==> src/rtl/div_sequencer_pkg.sv <==
// Shared definitions for the multi-cycle restoring divider: state encoding,
// iteration bound, divide-by-zero quotient and an absolute-value helper.
package div_sequencer_pkg;

  typedef enum logic [1:0] {
    IDLE = 2'd0,
    ITER = 2'd1,
    FIX  = 2'd2,
    DONE = 2'd3
  } divState_t;

  localparam logic [4:0]  ITER_LAST        = 5'd31;
  localparam logic [31:0] DBZ_QUOT_DEFAULT = 32'hFFFF_FFFF;

  // Two's complement magnitude; 0x80000000 maps to itself, which the unsigned path handles.
  function automatic logic [31:0] absVal(input logic [31:0] a);
    return a[31] ? (~a + 32'd1) : a;
  endfunction

endpackage

==> src/rtl/div_sequencer_subtract.sv <==
// Fixed-width 32-bit subtractor used as the divider's iteration datapath.
// cout is high when no borrow occurs, i.e. a >= b as unsigned values.
module subtract_32_bit (
  input  logic [31:0] a,
  input  logic [31:0] b,
  output logic [31:0] diff,
  output logic        cout
);

  logic [32:0] w_sum;

  assign w_sum = {1'b0, a} + {1'b0, ~b} + 33'd1;
  assign diff  = w_sum[31:0];
  assign cout  = w_sum[32];

endmodule

==> src/rtl/div_sequencer.sv <==
// Restoring divider controller for MIPS DIV/DIVU: one shared subtractor stepped
// over 32 shift/subtract iterations, then a sign/divide-by-zero fix-up cycle.
module div_sequencer
  import div_sequencer_pkg::*;
#(
  parameter int          WIDTH    = 32,
  parameter logic [31:0] DBZ_QUOT = DBZ_QUOT_DEFAULT
) (
  input  logic             clk,
  input  logic             reset,
  input  logic             start,
  input  logic             is_signed,
  input  logic [WIDTH-1:0] dividend,
  input  logic [WIDTH-1:0] divisor,
  output logic             busy,
  output logic             done,
  output logic [WIDTH-1:0] quotient,
  output logic [WIDTH-1:0] remainder,
  output logic             div_by_zero
);

  divState_t   r_state;
  divState_t   w_nextState;

  logic [31:0] r_qReg;
  logic [31:0] r_dReg;
  logic [31:0] r_rReg;
  logic [31:0] r_dividend;
  logic [4:0]  r_count;
  logic        r_negQ;
  logic        r_negR;
  logic        r_dbz;
  logic [31:0] r_quotient;
  logic [31:0] r_remainder;
  logic        r_dbzOut;

  logic [31:0] w_shift;
  logic [31:0] w_diff;
  logic        w_cout;
  logic        w_take;

  // A set R[31] means the true shifted value exceeds 32 bits, so it is always >= D.
  assign w_shift = {r_rReg[30:0], r_qReg[31]};
  assign w_take  = r_rReg[31] | w_cout;

  subtract_32_bit u_subtract (
    .a    (w_shift),
    .b    (r_dReg),
    .diff (w_diff),
    .cout (w_cout)
  );

  always_ff @(posedge clk) begin
    if (reset) r_state <= IDLE;
    else       r_state <= w_nextState;
  end

  always_comb begin
    w_nextState = r_state;
    busy        = 1'b0;
    done        = 1'b0;
    case (r_state)
      IDLE: begin
        if (start) w_nextState = ITER;
      end
      ITER: begin
        busy = 1'b1;
        if (r_count == ITER_LAST) w_nextState = FIX;
      end
      FIX: begin
        busy        = 1'b1;
        w_nextState = DONE;
      end
      DONE: begin
        done        = 1'b1;
        w_nextState = IDLE;
      end
      default: w_nextState = IDLE;
    endcase
  end

  always_ff @(posedge clk) begin
    if (reset) begin
      r_qReg      <= '0;
      r_dReg      <= '0;
      r_rReg      <= '0;
      r_dividend  <= '0;
      r_count     <= '0;
      r_negQ      <= 1'b0;
      r_negR      <= 1'b0;
      r_dbz       <= 1'b0;
      r_quotient  <= '0;
      r_remainder <= '0;
      r_dbzOut    <= 1'b0;
    end else begin
      case (r_state)
        IDLE: begin
          if (start) begin
            r_qReg     <= is_signed ? absVal(dividend) : dividend;
            r_dReg     <= is_signed ? absVal(divisor) : divisor;
            r_rReg     <= '0;
            r_count    <= '0;
            r_dividend <= dividend;
            r_negQ     <= is_signed & (dividend[31] ^ divisor[31]);
            r_negR     <= is_signed & dividend[31];
            r_dbz      <= (divisor == 32'd0);
            r_dbzOut   <= 1'b0;
          end
        end
        ITER: begin
          r_rReg  <= w_take ? w_diff : w_shift;
          r_qReg  <= {r_qReg[30:0], w_take};
          r_count <= r_count + 5'd1;
        end
        FIX: begin
          if (r_dbz) begin
            r_quotient  <= DBZ_QUOT;
            r_remainder <= r_dividend;
            r_dbzOut    <= 1'b1;
          end else begin
            r_quotient  <= r_negQ ? (~r_qReg + 32'd1) : r_qReg;
            r_remainder <= r_negR ? (~r_rReg + 32'd1) : r_rReg;
            r_dbzOut    <= 1'b0;
          end
        end
        default: ;
      endcase
    end
  end

  assign quotient    = r_quotient;
  assign remainder   = r_remainder;
  assign div_by_zero = r_dbzOut;

endmodule

==> config.mk <==
export PLATFORM = sky130hd
export DESIGN_NAME = div_sequencer
export DESIGN_NICKNAME = d
export VERILOG_FILES = /design/src/rtl/div_sequencer_pkg.sv /design/src/rtl/div_sequencer_subtract.sv /design/src/rtl/div_sequencer.sv
export SDC_FILE = /design/constraint.sdc
export NUM_CORES = 1
export LEC_CHECK = 0
export BUFFER_PORTS_ARGS = -buffer_cell sky130_fd_sc_hd__buf_2
export CORE_MARGIN = 2
export CORE_UTILIZATION = 50
export CTS_BUF_LIST = sky130_fd_sc_hd__clkbuf_8
export DETAILED_ROUTE_END_ITERATION = 7
export PLACE_DENSITY = 0.7
export SLEW_MARGIN = 20
export SYNTH_ARGS = -nofsm -noshare
export SYNTH_HDL_FRONTEND = slang
export SYNTH_HIERARCHICAL = 1
export SYNTH_SLANG_ARGS = --single-unit
==> constraint.sdc <==
create_clock -name clk -period 9.7 [get_ports clk]
set_clock_uncertainty 0.15 [all_clocks]
set_input_delay 1.455 -clock clk [delete_from_list [all_inputs] [get_ports clk]]
set_output_delay 1.455 -clock clk [all_outputs]
set_load 0.1 [all_outputs]
* After elaboration in Yosys (flattened, before gate mapping)
Cells that the tools add are included.
** Word-level totals
- Register bits :: 203
- Bits of input ports :: 68
- Output and inout bits :: 67
- Logic and storage cells :: 66
** Operators by class
- Add/sub/neg operators :: 7
- Eq/ne operators :: 6
- Mux-type cells :: 23
- Bitwise gates (word level) :: 9
- Reduce and logical (&&, ||, !) cells :: 9
** Operators by type and width (number)
- 32-bit 2-to-1 mux :: 11
- 32-bit inverter :: 5
- 32-bit by 1-bit adder with 32-bit output (second input constant) :: 4
- 32-bit case mux with 2 select lines :: 2
- 32-bit by 32-bit adder with 33-bit output :: 1
- 33-bit by 1-bit adder with 33-bit output (second input constant) :: 1
- 32-bit zero test :: 1
- 5-bit case mux with 2 select lines :: 1
- 2-bit case mux with 4 select lines :: 1
- 2-bit AND reduction :: 4
- 5-bit by 1-bit adder with 5-bit output (second input constant) :: 1
- 5-bit == test (second input constant) :: 1
- 5-bit 2-to-1 mux :: 1
- 2-bit == test (second input constant) :: 2
- 1-bit 2-to-1 mux :: 4
- 2-bit 2-to-1 mux :: 2
- 2-bit != test (second input constant) :: 2
- 2-bit nonzero test :: 2
- 1-bit bitwise AND :: 2
- 2-bit by 1-bit == test with 1-bit output (second input constant) :: 1
- 2-bit zero test :: 1
- 1-bit case mux with 2 select lines :: 1
- 2-bit OR reduction :: 1
- 1-bit bitwise OR :: 1
- 1-bit XOR :: 1

* Logic depth before layout (Yosys ltp)
Gate-level depths: netlist of the first run.
- Depth in word-level cells :: 6
- Gate-level depth with buffers :: 18
- Gate-level depth less buffers :: 16

* Modules after synthesis
Netlist of the first run, hierarchy kept.
** By module, submodules not included
- div_sequencer :: instances 1, cells each 1392, area an instance 10851.7 µm², sequential area each 4063.9 µm²
- subtract_32_bit :: instances 1, cells each 244, area an instance 1685.4 µm², sequential area each 0.0 µm²

* Worst setup path before layout of the first run
No wires, ideal clock.
- Kind :: reg2reg
- From :: register r_qReg[31]
- To :: register r_rReg[8]
- Setup time :: 0.065 ns
- Arrival time :: 3.117 ns
- Path slack :: 6.368 ns
- Stages on the path, launching flop included :: 19
- Buffers on the path :: 2
- Cell sequence :: dfxtp_1 > inv_1 > ha_1 > fa_1 > nor2b_1 > o31a_1 > o2bb2ai_4 > o22ai_2 > a31oi_1 > o21ai_1 > a31oi_1 > o21ai_1 > or2_2 > clkbuf_1 > clkbuf_1 > nand2_1 > a21oi_1 > a21oi_1 > nor2_1
** Between the ends
- Cells in the longest elaborated chain, start to end :: 5
** RTL lines
- from (decl) :: RTL line div_sequencer.sv:25 : logic [31:0] r_qReg;
- from (signal assigned) :: RTL line div_sequencer.sv:99 : r_qReg <= is_signed ? absVal(dividend) : dividend;
- from (signal assigned) :: RTL line div_sequencer.sv:112 : r_qReg <= {r_qReg[30:0], w_take};
- 32-bit by 32-bit adder with 33-bit output :: RTL line div_sequencer_subtract.sv:12 : assign w_sum = {1'b0, a} + {1'b0, ~b} + 33'd1;
- 33-bit by 1-bit adder with 33-bit output :: RTL line div_sequencer_subtract.sv:12
- named net w_cout :: RTL line div_sequencer.sv:39 : logic w_cout;
- 1-bit bitwise OR :: RTL line div_sequencer.sv:44 : assign w_take = r_rReg[31] | w_cout;
- 32-bit 2-to-1 mux :: RTL line div_sequencer.sv:111 : r_rReg <= w_take ? w_diff : w_shift;
- 32-bit case mux with 2 select lines :: RTL line div_sequencer.sv:96 : case (r_state)
- to (signal assigned) :: RTL line div_sequencer.sv:111
- to (decl) :: RTL line div_sequencer.sv:27 : logic [31:0] r_rReg;
The timed path passes the listed nets, and every way through them passes these cells.
A chain may end at the register's enable or synchronous reset.

* Final worst setup path of the first run
- From :: register r_qReg[31]
- To :: register r_rReg[2]
Same word-level chain as after synthesis.

==> results.cfg, run 1 <==
[setup_path]
worstReg2RegStart = r_qReg[31]$_SDFFE_PP0P_
worstSetupPathType = reg2reg
crit_start = r_qReg[31]$_SDFFE_PP0P_
cp.required_ns = 10.02
critPathMaxFanout = 32
arrival_ns = 4.30
end_kind = flip-flop
r2r_setup_slack_ns = 5.72
start_kind = flip-flop

[place]
gp_congestion = 0.869
portBuffers = 134
hpwl_mm = 24.3
post_dp_cell_area_mm2 = 0.0133
pre_cts_ws_ns = 5.74
place_inst = 1989

[detailed_routing]
ant_nets = 0
post-route-drc-count = 0
first_pass_iters = 5
vias = 11800
routedWlPerCell_um = 16.6
avgViaCountPerCell = 5.76
routed_wl_mm = 34.2
drt-initial-drc-count = 718

[power_and_ir_drop]
leakagePower_nw = 5.59
power.density_mw_per_mm2 = 276
irDropWorstVdd_uv = 239

[clock_tree]
postCtsHoldBufs = 0
clockBufferDepth = 3
cts.sinks = 203
cts_max_level = 2
cts-buffers-inserted = 38
ctsRootBufferMaster = clkbuf_8
postCtsSetupRepairBufs = 0
cts_tree = built
cts.reportedPaths.clkPinSlew_ns = 0.06
post_cts_resized = 0
worstSkewPairLatency_ns = 0.55

[synth]
syn_inst = 1636
synth-edff-count = 0
avgSynthCellArea_um2 = 7.66
yosys_warnings = 6
syn_area_mm2 = 0.0125
synthFlopType = dfxtp_1
async_flop_share_pct = 0
syn-num-nets = 1747
yosysSeqAreaShare_pct = 32.4
ys_ff_latch = 203
synth_cell_types = 85

[sta]
setup_ws_ns = 5.72
period_needed_ns = 3.98
slew_headroom_pct = 35.8
slew_viol_final = 0
rsz0062_at_grt = no
max_slew.worst_pin.slew_ns = 0.963
setup_violations = 0
final.setup.tns_ns = 0
finalCritPeriodShare_pct = 41.0
fmax_mhz = 251
hold_violations = 0

[global_route]
grt_pass1_vias = 11200
use_met1_pct = 32.9
overflow = 0
grtUsageMet3_pct = 3.90
gr-usage-met2_pct = 43.8
busiest_layer = met2
grt_pass1_wl_mm = 55.9
antenna_found_initial = 1
grtUsageTotal_pct = 25.7
grt_max_degree = 111

[die]
die_y_um = 162
dieArea_mm2 = 0.0264
fp-row-count = 57
initial_core_util_pct = 51.3
core_area_mm2 = 0.0245
die_w_um = 162
ioPinCount = 135

[finish]
regArea_mm2 = 0.00407
final_layout_size_suffix_gt1_share_pct = 14.0
diodes = 0
finalNonFillerCells = 2056
final_area_mm2 = 0.0140
multi_input_area_mm2 = 0.00779
area_growth_syn_to_layout_pct = 11.7
layout_common_cells = nand2_1 (211), a21oi_1 (203), dfxtp_1 (202), nor2_1 (138), buf_2 (133)
final_common_cell = nand2_1
nNetsFinal = 1816
fin_util_pct = 57.3
nFillCells = 2287

[run_status]
status = completed

[hold_path]
worstHoldPathType = reg2reg
min_from = r_dReg[20]$_SDFFE_PP0P_

[run]
drv_cap = 0
flip-flops by register name (all words and copies together) (netlist names):
signal	count
r_qReg	32
r_dbz	1
r_dReg	32
div_by_zero	1
r_state	2
r_count	5
r_rReg	32
r_negQ	1
remainder	32
r_dividend	32
quotient	32
r_negR	1
through the flow:
step	hold slack, ns	power, mW
finish	0.301	3.86
detailed placement	0.293	3.06
global route	0.328	4.12
global placement	0.288	3.04
floorplan	0.275	2.69
CTS	0.305	3.87
path summary, 6_finish.rpt:
kind                                           endpoint  cells past startpoint
worst max register to register   r_rReg[2]$_SDFFE_PP0P_                     16
worst min register to register  r_dReg[20]$_SDFFE_PP0P_                      2
worst min-delay path            r_dReg[20]$_SDFFE_PP0P_                      2
worst max-delay path             r_rReg[2]$_SDFFE_PP0P_                     16
cells by family after synthesis:
| family | count (synthesis) | share of synthesized area (%) |
|---|---|---|
| AND/OR/NAND/NOR | 544 | 21.2 |
| adder cells (fa/ha/maj) | 43 | 4.35 |
| buffers and inverters | 183 | 5.65 |
| AO/OA/AOI/OAI | 515 | 25.9 |
| multiplexers | 14 | 1.12 |
| flip-flops | 203 | 32.4 |
| XOR/XNOR | 134 | 9.36 |
routing by layer:
metal / wire, µm / up-vias
met5: 14 / -
met4: 940 / 2
met3: 1720 / 59
met2: 16200 / 314
met1: 15200 / 5503
li1: - / 5959
where the power goes:
group	total (mW)	switching [mW]	internal, mW
logic	1.85	1.31	0.534
clock network	0.802	0.364	0.438
registers	1.21	0.188	1.02
total	3.86	1.86	2.00
critical path, stage by stage, from the launching register on:
cell and delay [ns]:
dfxtp_1 0.53, inv_1 0.08, ha_1 0.24, fa_1 0.41, nor2b_1 0.16, o31a_1 0.23
o2bb2ai_4 0.10, o22ai_2 0.20, a31oi_1 0.16, o21ai_1 0.20, a31oi_1 0.15, o21ai_1 0.26
or2_2 0.56, nand2_1 0.11, a21oi_1 0.16, a21oi_1 0.05, nor2_1 0.12
final cells by class:
type	count	area share (%)
Clock buffer	47	4.62
Clock inverter	20	0.652
Inverter	67	1.80
Multi-Input combinational cell	1250	55.6
Sequential cell	203	29.0
Tap cell	324	2.89
Timing Repair Buffer	145	5.42
cell usage after synthesis (5+ instances only):
master    number  area, µm²
and2_1         7       43.8
or3_1         14       87.6
a22oi_1        5       37.5
nor2b_1       24        150
a21o_1        11       82.6
o41ai_1       16        140
nor4_2         7       87.6
o211ai_1       7       52.6
mux2i_1       14        140
a31oi_1       13       81.3
o22ai_1       33        206
ha_1          42        526
or2_2          6       37.5
nand3b_1      10       75.1
nand2_1      211        792
a211oi_1      54        405
dfxtp_1      203       4060
nand4_1       10       62.6
nand2b_1      16        100
buf_2          7       35.0
and3_1        13       81.3
nor3_1        25        125
a21oi_1      203       1020
xor2_1        90        788
o21a_1         8       60.1
nand3_1       12       60.1
inv_1         66        248
nor3b_1        5       37.5
or4_1          6       45.0
a311oi_1       8       70.1
nor4_1        16        100
o31ai_1       35        263
clkbuf_1     102        383
o21ai_0       73        365
xnor2_1       44        385
nor2_1       139        522
o21ai_1        8       40.0
Power figures use the tool's default switching activity.
==> run 2, diff against run 1 <==
--- a/config.mk
+++ b/config.mk
@@ -10,7 +10,7 @@
 export CORE_UTILIZATION = 50
 export CTS_BUF_LIST = sky130_fd_sc_hd__clkbuf_8
 export DETAILED_ROUTE_END_ITERATION = 7
-export PLACE_DENSITY = 0.7
+export PLACE_DENSITY = 0.72
 export SLEW_MARGIN = 20
 export SYNTH_ARGS = -nofsm -noshare
 export SYNTH_HDL_FRONTEND = slang
==> constraint.sdc (replaced) <==
create_clock -name clk -period 3.6 [get_ports clk]
set_clock_uncertainty 0.15 [all_clocks]
set_input_delay 0.54 -clock clk [delete_from_list [all_inputs] [get_ports clk]]
set_output_delay 0.54 -clock clk [all_outputs]
set_load 0.1 [all_outputs]
==> results.cfg, run 2 (synthesis gave the netlist of run 1 again) <==
[power_and_ir_drop]
leakagePower_nw = 5.77
power.density_mw_per_mm2 = 731
irDropWorstVdd_uv = 666

[die]
die_y_um = 162
die_w_um = 162
core_area_mm2 = 0.0245
initial_core_util_pct = 51.3
dieArea_mm2 = 0.0264
fp-row-count = 57
ioPinCount = 135

[setup_path]
crit_family = compound AO/OA/AOI/OAI gates
cp.required_ns = 3.83
cpMostUsedCell = a21oi_1
slowest_stage = o31a_1
r2r-end = r_rReg[19]$_SDFFE_PP0P_
critPathMaxFanout = 16
worstSetupPathType = reg2reg
start_kind = flip-flop
critPathBufInv = 2
rr_worst_depth = 16
arrival_ns = 3.66
worstReg2RegStart = r_dReg[2]$_SDFFE_PP0P_
r2r_setup_slack_ns = 0.17
cp_slowest_stage_delay_ns = 0.34
end_kind = flip-flop
crit_chain = inv_1, ha_1, nor2b_2, o31a_1, o2bb2ai_4, o22ai_4, a31oi_1, o21ai_1, a31oi_2, o21ai_2, or2_4, buf_12, nand2_1, a21oi_1, a21oi_1, nor2_1

[finish]
area_growth_syn_to_layout_pct = 14.3
final_layout_size_suffix_gt1_share_pct = 15.7
final_common_cell = nand2_1
nNetsFinal = 1851
regArea_mm2 = 0.00406
diodes = 0
multi_input_area_mm2 = 0.00782
nFillCells = 2242
layout_common_cells = nand2_1 (211), a21oi_1 (203), dfxtp_1 (203), nor2_1 (138), buf_2 (133)
finalNonFillerCells = 2086

[clock_tree]
clockBufferDepth = 3
cts.reportedPaths.clkPinSlew_ns = 0.06
cts_max_level = 2
cts_tree = built
worstSkewPairLatency_ns = 0.53
cts-buffers-inserted = 36
cts.sinks = 203
ctsRootBufferMaster = clkbuf_8

[global_route]
antenna_found_initial = 0
grt_max_degree = 191
grt_pass1_vias = 11300
overflow = 0
grtUsageTotal_pct = 26.4
grt_pass1_wl_mm = 57.4

[sta]
slew_headroom_pct = 36.2
setup_violations = 0
fmax_mhz = 292
hold_violations = 0
finalCritPeriodShare_pct = 95.1
slew_viol_final = 0
setup_ws_ns = 0.175
max_slew.worst_pin.slew_ns = 0.956
period_needed_ns = 3.43

[detailed_routing]
routedWlPerCell_um = 16.9
drt-initial-drc-count = 1000
ant_nets = 0
avgViaCountPerCell = 5.76
post-route-drc-count = 0
vias = 12000
routed_wl_mm = 35.2
first_pass_iters = 6

[hold_path]
min_path_cells = 3
min_from = dividend[24]
worstHoldPathType = in2reg
whs_endpoint = r_dividend[24]$_SDFFE_PP0P_

[run_status]
status = completed

[place]
hpwl_mm = 25.2
place_inst = 2024
pre_cts_ws_ns = 0.103
portBuffers = 134
gp_congestion = 0.902

[run]
drv_cap = 0
run 2: cell count changes in the layout (fill, tap and decap cells not counted), sizes merged:
cell / before / now
buf: 145 / 181
clkinv: 6 / 1
clkbuf: 47 / 44
clkinvlp: 0 / 2
bufinv: 0 / 1
inv: 81 / 80
run 2: metrics by stage:
step	area, µm²	power, mW	util [%]	setup TNS, ns	hold slack, ns
finish	14300	10.5	58.6	0	0.133
global route	14300	11.2	58.6	-0.00991	0.122
CTS	14300	10.4	58.3	0	0.113
detailed placement	13600	8.35	55.5	0	0.295
global placement	13600	8.28	55.5	0	0.289
floorplan	12500	7.25	-	0	0.275
run 2: area by class of cell:
| cell class | instances | share of cell area, % |
|---|---|---|
| repair buffers | 182 | 7.63 |
| inverters | 67 | 1.76 |
| well taps | 324 | 2.83 |
| clock inverters | 17 | 0.681 |
| flip-flops and latches | 203 | 28.4 |
| clock buffers | 43 | 4.13 |
| multi-input cells | 1250 | 54.6 |
run 2: timing repair:
action / 4_1_cts / 5_1_grt
resized for setup: 0 / 10
setup endpoints to repair: 0 / 31
hold buffers: 0 / 0
buffers inserted: 0 / 1
run 2: worst max path at each step:
stage	slack, ns	from	cells past startpoint	end
3_3_place_gp	0.25	r_dReg[5]$_SDFFE_PP0P_	16	r_rReg[12]$_SDFFE_PP0P_
6_report	0.17	r_dReg[2]$_SDFFE_PP0P_	16	r_rReg[19]$_SDFFE_PP0P_
4_1_cts	0.07	r_qReg[31]$_SDFFE_PP0P_	17	r_rReg[19]$_SDFFE_PP0P_
3_5_place_dp	0.10	r_qReg[31]$_SDFFE_PP0P_	17	r_rReg[19]$_SDFFE_PP0P_
2_1_floorplan	0.27	r_qReg[31]$_SDFFE_PP0P_	18	r_rReg[8]$_SDFFE_PP0P_
5_1_grt	-0.01	r_dReg[13]$_SDFFE_PP0P_	15	r_rReg[19]$_SDFFE_PP0P_
run 2: power by group:
group	switching, mW	internal [mW]	total (mW)
logic	3.61	1.53	5.14
registers	0.486	2.76	3.24
clock network	0.939	1.14	2.08
total	5.04	5.43	10.5
run 2: worst reg2reg max path: cells and delay by family, from the launching register on:
family,cells,cell delay [ns]
adder cells (fa/ha/maj),1,0.32
AO/OA/AOI/OAI,9,1.66
buffers and inverters,2,0.21
flip-flops,1,0.33
AND/OR/NAND/NOR,4,0.63
run 2: layer usage:
layer	vias to the layer above	global-route usage (%)	part of all wire [%]
met5	-	0	0
met4	0	8.09	2.5
met3	70	3.74	5.4
met2	385	45.4	48
met1	5535	34.2	44
li1	6017	-	-
==> run 3, diff against run 2 <==
--- a/config.mk
+++ b/config.mk
@@ -10,9 +10,9 @@
 export CORE_UTILIZATION = 50
 export CTS_BUF_LIST = sky130_fd_sc_hd__clkbuf_8
 export DETAILED_ROUTE_END_ITERATION = 7
+export GPL_TIMING_DRIVEN = 0
 export PLACE_DENSITY = 0.72
 export SLEW_MARGIN = 20
 export SYNTH_ARGS = -nofsm -noshare
 export SYNTH_HDL_FRONTEND = slang
-export SYNTH_HIERARCHICAL = 1
 export SYNTH_SLANG_ARGS = --single-unit
==> results.cfg, run 3 <==
[place]
gp_congestion = 0.917
portBuffers = 133
post_dp_cell_area_mm2 = 0.0133
hpwl_mm = 28.5

[die]
fp-row-count = 57
die_w_um = 160
core_area_mm2 = 0.0242
ioPinCount = 135
die_y_um = 160
initial_core_util_pct = 50.6
dieArea_mm2 = 0.0257

[clock_tree]
cts_max_level = 2
postCtsSetupRepairBufs = 0
ctsRootBufferMaster = clkbuf_8
cts-buffers-inserted = 37
cts_tree = built
postCtsHoldBufs = 0
worstSkewPairLatency_ns = 0.55
cts.sinks = 203
clockBufferDepth = 3
cts.reportedPaths.clkPinSlew_ns = 0.06

[synth]
synthAdderAreaFrac_pct = 4.46
synth_top_family_by_area = compound AO/OA/AOI/OAI gates
synth_top_cell_by_area = dfxtp_1
yosys.area_share.simple_pct = 20.6
synthFlopType = dfxtp_1
async_flop_share_pct = 0
synth_compound_area_share_pct = 23.3
yosysSeqAreaShare_pct = 33.2
syn-num-nets = 1709
synth_cell_types = 64
synth_most_common_cell = nand2_1
syn_inst = 1598
synth.area.top_cells = dfxtp_1 (33%), nand2_1 (7.0%), xnor2_1 (5.9%), o21ai_0 (5.4%), a21oi_1 (5.2%)
synthXorXnorAreaFrac_pct = 9.82
syn_area_mm2 = 0.0122
synth.mux.area_fraction_pct = 3.86
synthTopCellsByCount = nand2_1 (227), dfxtp_1 (203), nor2_1 (167), o21ai_0 (132), a21oi_1 (126)
ys_ff_latch = 203
avgSynthCellArea_um2 = 7.65
yosys_warnings = 0
synth_top_cell_area_share_pct = 33.2
synth-edff-count = 0

[finish]
final_common_cell = nand2_1
regArea_mm2 = 0.00406
nNetsFinal = 1881
final_area_mm2 = 0.0140
multi_input_area_mm2 = 0.00759
area_growth_syn_to_layout_pct = 14.3
layout_common_cells = nand2_1 (227), dfxtp_1 (203), nor2_1 (167), buf_2 (134), o21ai_0 (132)
final_layout_size_suffix_gt1_share_pct = 11.5
nFillCells = 2302

[setup_path]
r2r_setup_slack_ns = 0.20
end_kind = flip-flop
worstReg2RegStart = r_rReg[26]$_SDFFE_PP0P_
worstSetupPathType = reg2reg
r2r-end = r_rReg[2]$_SDFFE_PP0P_
rr_worst_depth = 10
start_kind = flip-flop
arrival_ns = 3.64
critPathMaxFanout = 10
cp.required_ns = 3.84

[hold_path]
worstHoldPathType = in2reg
min_from = dividend[30]
whs_endpoint = r_dividend[30]$_SDFFE_PP0P_
min_path_cells = 3

[sta]
fmax_mhz = 294
max_slew.worst_pin.slew_ns = 0.950
slew_viol_final = 0
setup_violations = 0
rsz0062_at_grt = no
period_needed_ns = 3.40
slew_headroom_pct = 36.7
hold_violations = 0
finalCritPeriodShare_pct = 94.5

[run]
drv_cap = 0

[global_route]
grtUsageTotal_pct = 27.6
overflow = 0
grt_pass1_wl_mm = 57.8
antenna_found_initial = 0
grt_max_degree = 11
grt_pass1_vias = 11400

[detailed_routing]
ant_nets = 0
vias = 11900
post-route-drc-count = 0
routed_wl_mm = 36.5
drt-initial-drc-count = 725
routedWlPerCell_um = 17.3
first_pass_iters = 5
avgViaCountPerCell = 5.63

[power_and_ir_drop]
total_power_mw = 10.3
leakagePower_nw = 5.57
irDropWorstVdd_uv = 585
power.density_mw_per_mm2 = 736

[run_status]
status = completed
run 3: cell count changes after synthesis, sizes merged, moves of 11 or more:
cell,previous run,this run
xor2,90,54
inv,66,51
o31ai,36,25
a211oi,54,40
xnor2,44,83
and3,14,3
mux2i,14,46
clkbuf,103,91
nand2,211,227
a21oi,205,126
nor2b,24,12
nor2,139,167
o21ai,81,132
run 3: worst max path at each step:
| stage | from | end | slack [ns] | cells past startpoint |
|---|---|---|---|---|
| after floorplan | r_rReg[3]$_SDFFE_PP0P_ | remainder[21]$_SDFFE_PP0P_ | 0.66 | 8 |
| after global placement | r_rReg[26]$_SDFFE_PP0P_ | r_rReg[17]$_SDFFE_PP0P_ | -0.20 | 9 |
| after detailed placement | r_rReg[26]$_SDFFE_PP0P_ | r_rReg[17]$_SDFFE_PP0P_ | -0.21 | 9 |
| after CTS | r_rReg[26]$_SDFFE_PP0P_ | r_rReg[2]$_SDFFE_PP0P_ | 0.05 | 10 |
| after global routing | r_rReg[26]$_SDFFE_PP0P_ | r_rReg[2]$_SDFFE_PP0P_ | 0.0005 | 10 |
| final | r_rReg[26]$_SDFFE_PP0P_ | r_rReg[2]$_SDFFE_PP0P_ | 0.20 | 10 |
run 3: report_power, final:
part	internal (mW)	switching, mW
Clock	1.09	0.954
Combinational	1.50	3.58
Sequential	2.74	0.428
run 3: final cells by class:
class                      count  area share (%)
timing repair buffer         133            4.77
multi-input combinational   1243            54.3
sequential                   203            29.1
inverter                      51            1.37
antenna                        1          0.0179
tap                          324            2.90
buffer                       101            2.75
clock buffer                  40            3.94
clock inverter                18           0.815
run 3: metal layers:
layer | GRT usage (%) | vias to the layer above | wire length (µm)
met5 | 0 | - | 0
met4 | 11.1 | 0 | 1160
met3 | 3.77 | 87 | 1840
met2 | 49.6 | 371 | 18000
met1 | 33.2 | 5456 | 15500
li1 | - | 5990 | -
run 3: critical path, stage by stage (launching register included):
cell,delay (ns)
dfxtp_1,0.52
ha_1,0.36
a21oi_1,0.27
o21ai_0,0.20
a2111oi_0,0.43
o21ai_0,0.20
a21oi_2,0.38
clkbuf_2,0.38
nor3_1,0.09
a21oi_1,0.17
o21ai_0,0.12
run 3: cell families after synthesis:
family | count (synthesis)
buffers and inverters | 152
XOR/XNOR | 137
multiplexers | 47
flip-flops | 203
AND/OR/NAND/NOR | 556
adder cells (fa/ha/maj) | 43
AO/OA/AOI/OAI | 460
run 3: repair_timing:
action	4_1_cts	5_1_grt
resized for setup	2	4
cloned	0	0
endpoints found under the setup margin	22	11
run 3: per-stage QoR:
| step | hold WS (ns) | cells | utilization, % | setup WS [ns] | TNS [ns] |
|---|---|---|---|---|---|
| after floorplan | 0.282 | 1598 | - | 0.664 | 0 |
| after global placement | 0.292 | 2055 | 55.0 | -0.195 | -2.68 |
| after detailed placement | 0.300 | 2055 | 55.0 | -0.206 | -2.70 |
| after CTS | 0.102 | 2113 | 57.8 | 0.0499 | 0 |
| after global routing | 0.139 | 2113 | 57.8 | 0.000540 | 0 |
| final | 0.126 | 2114 | 57.8 | 0.199 | 0 |
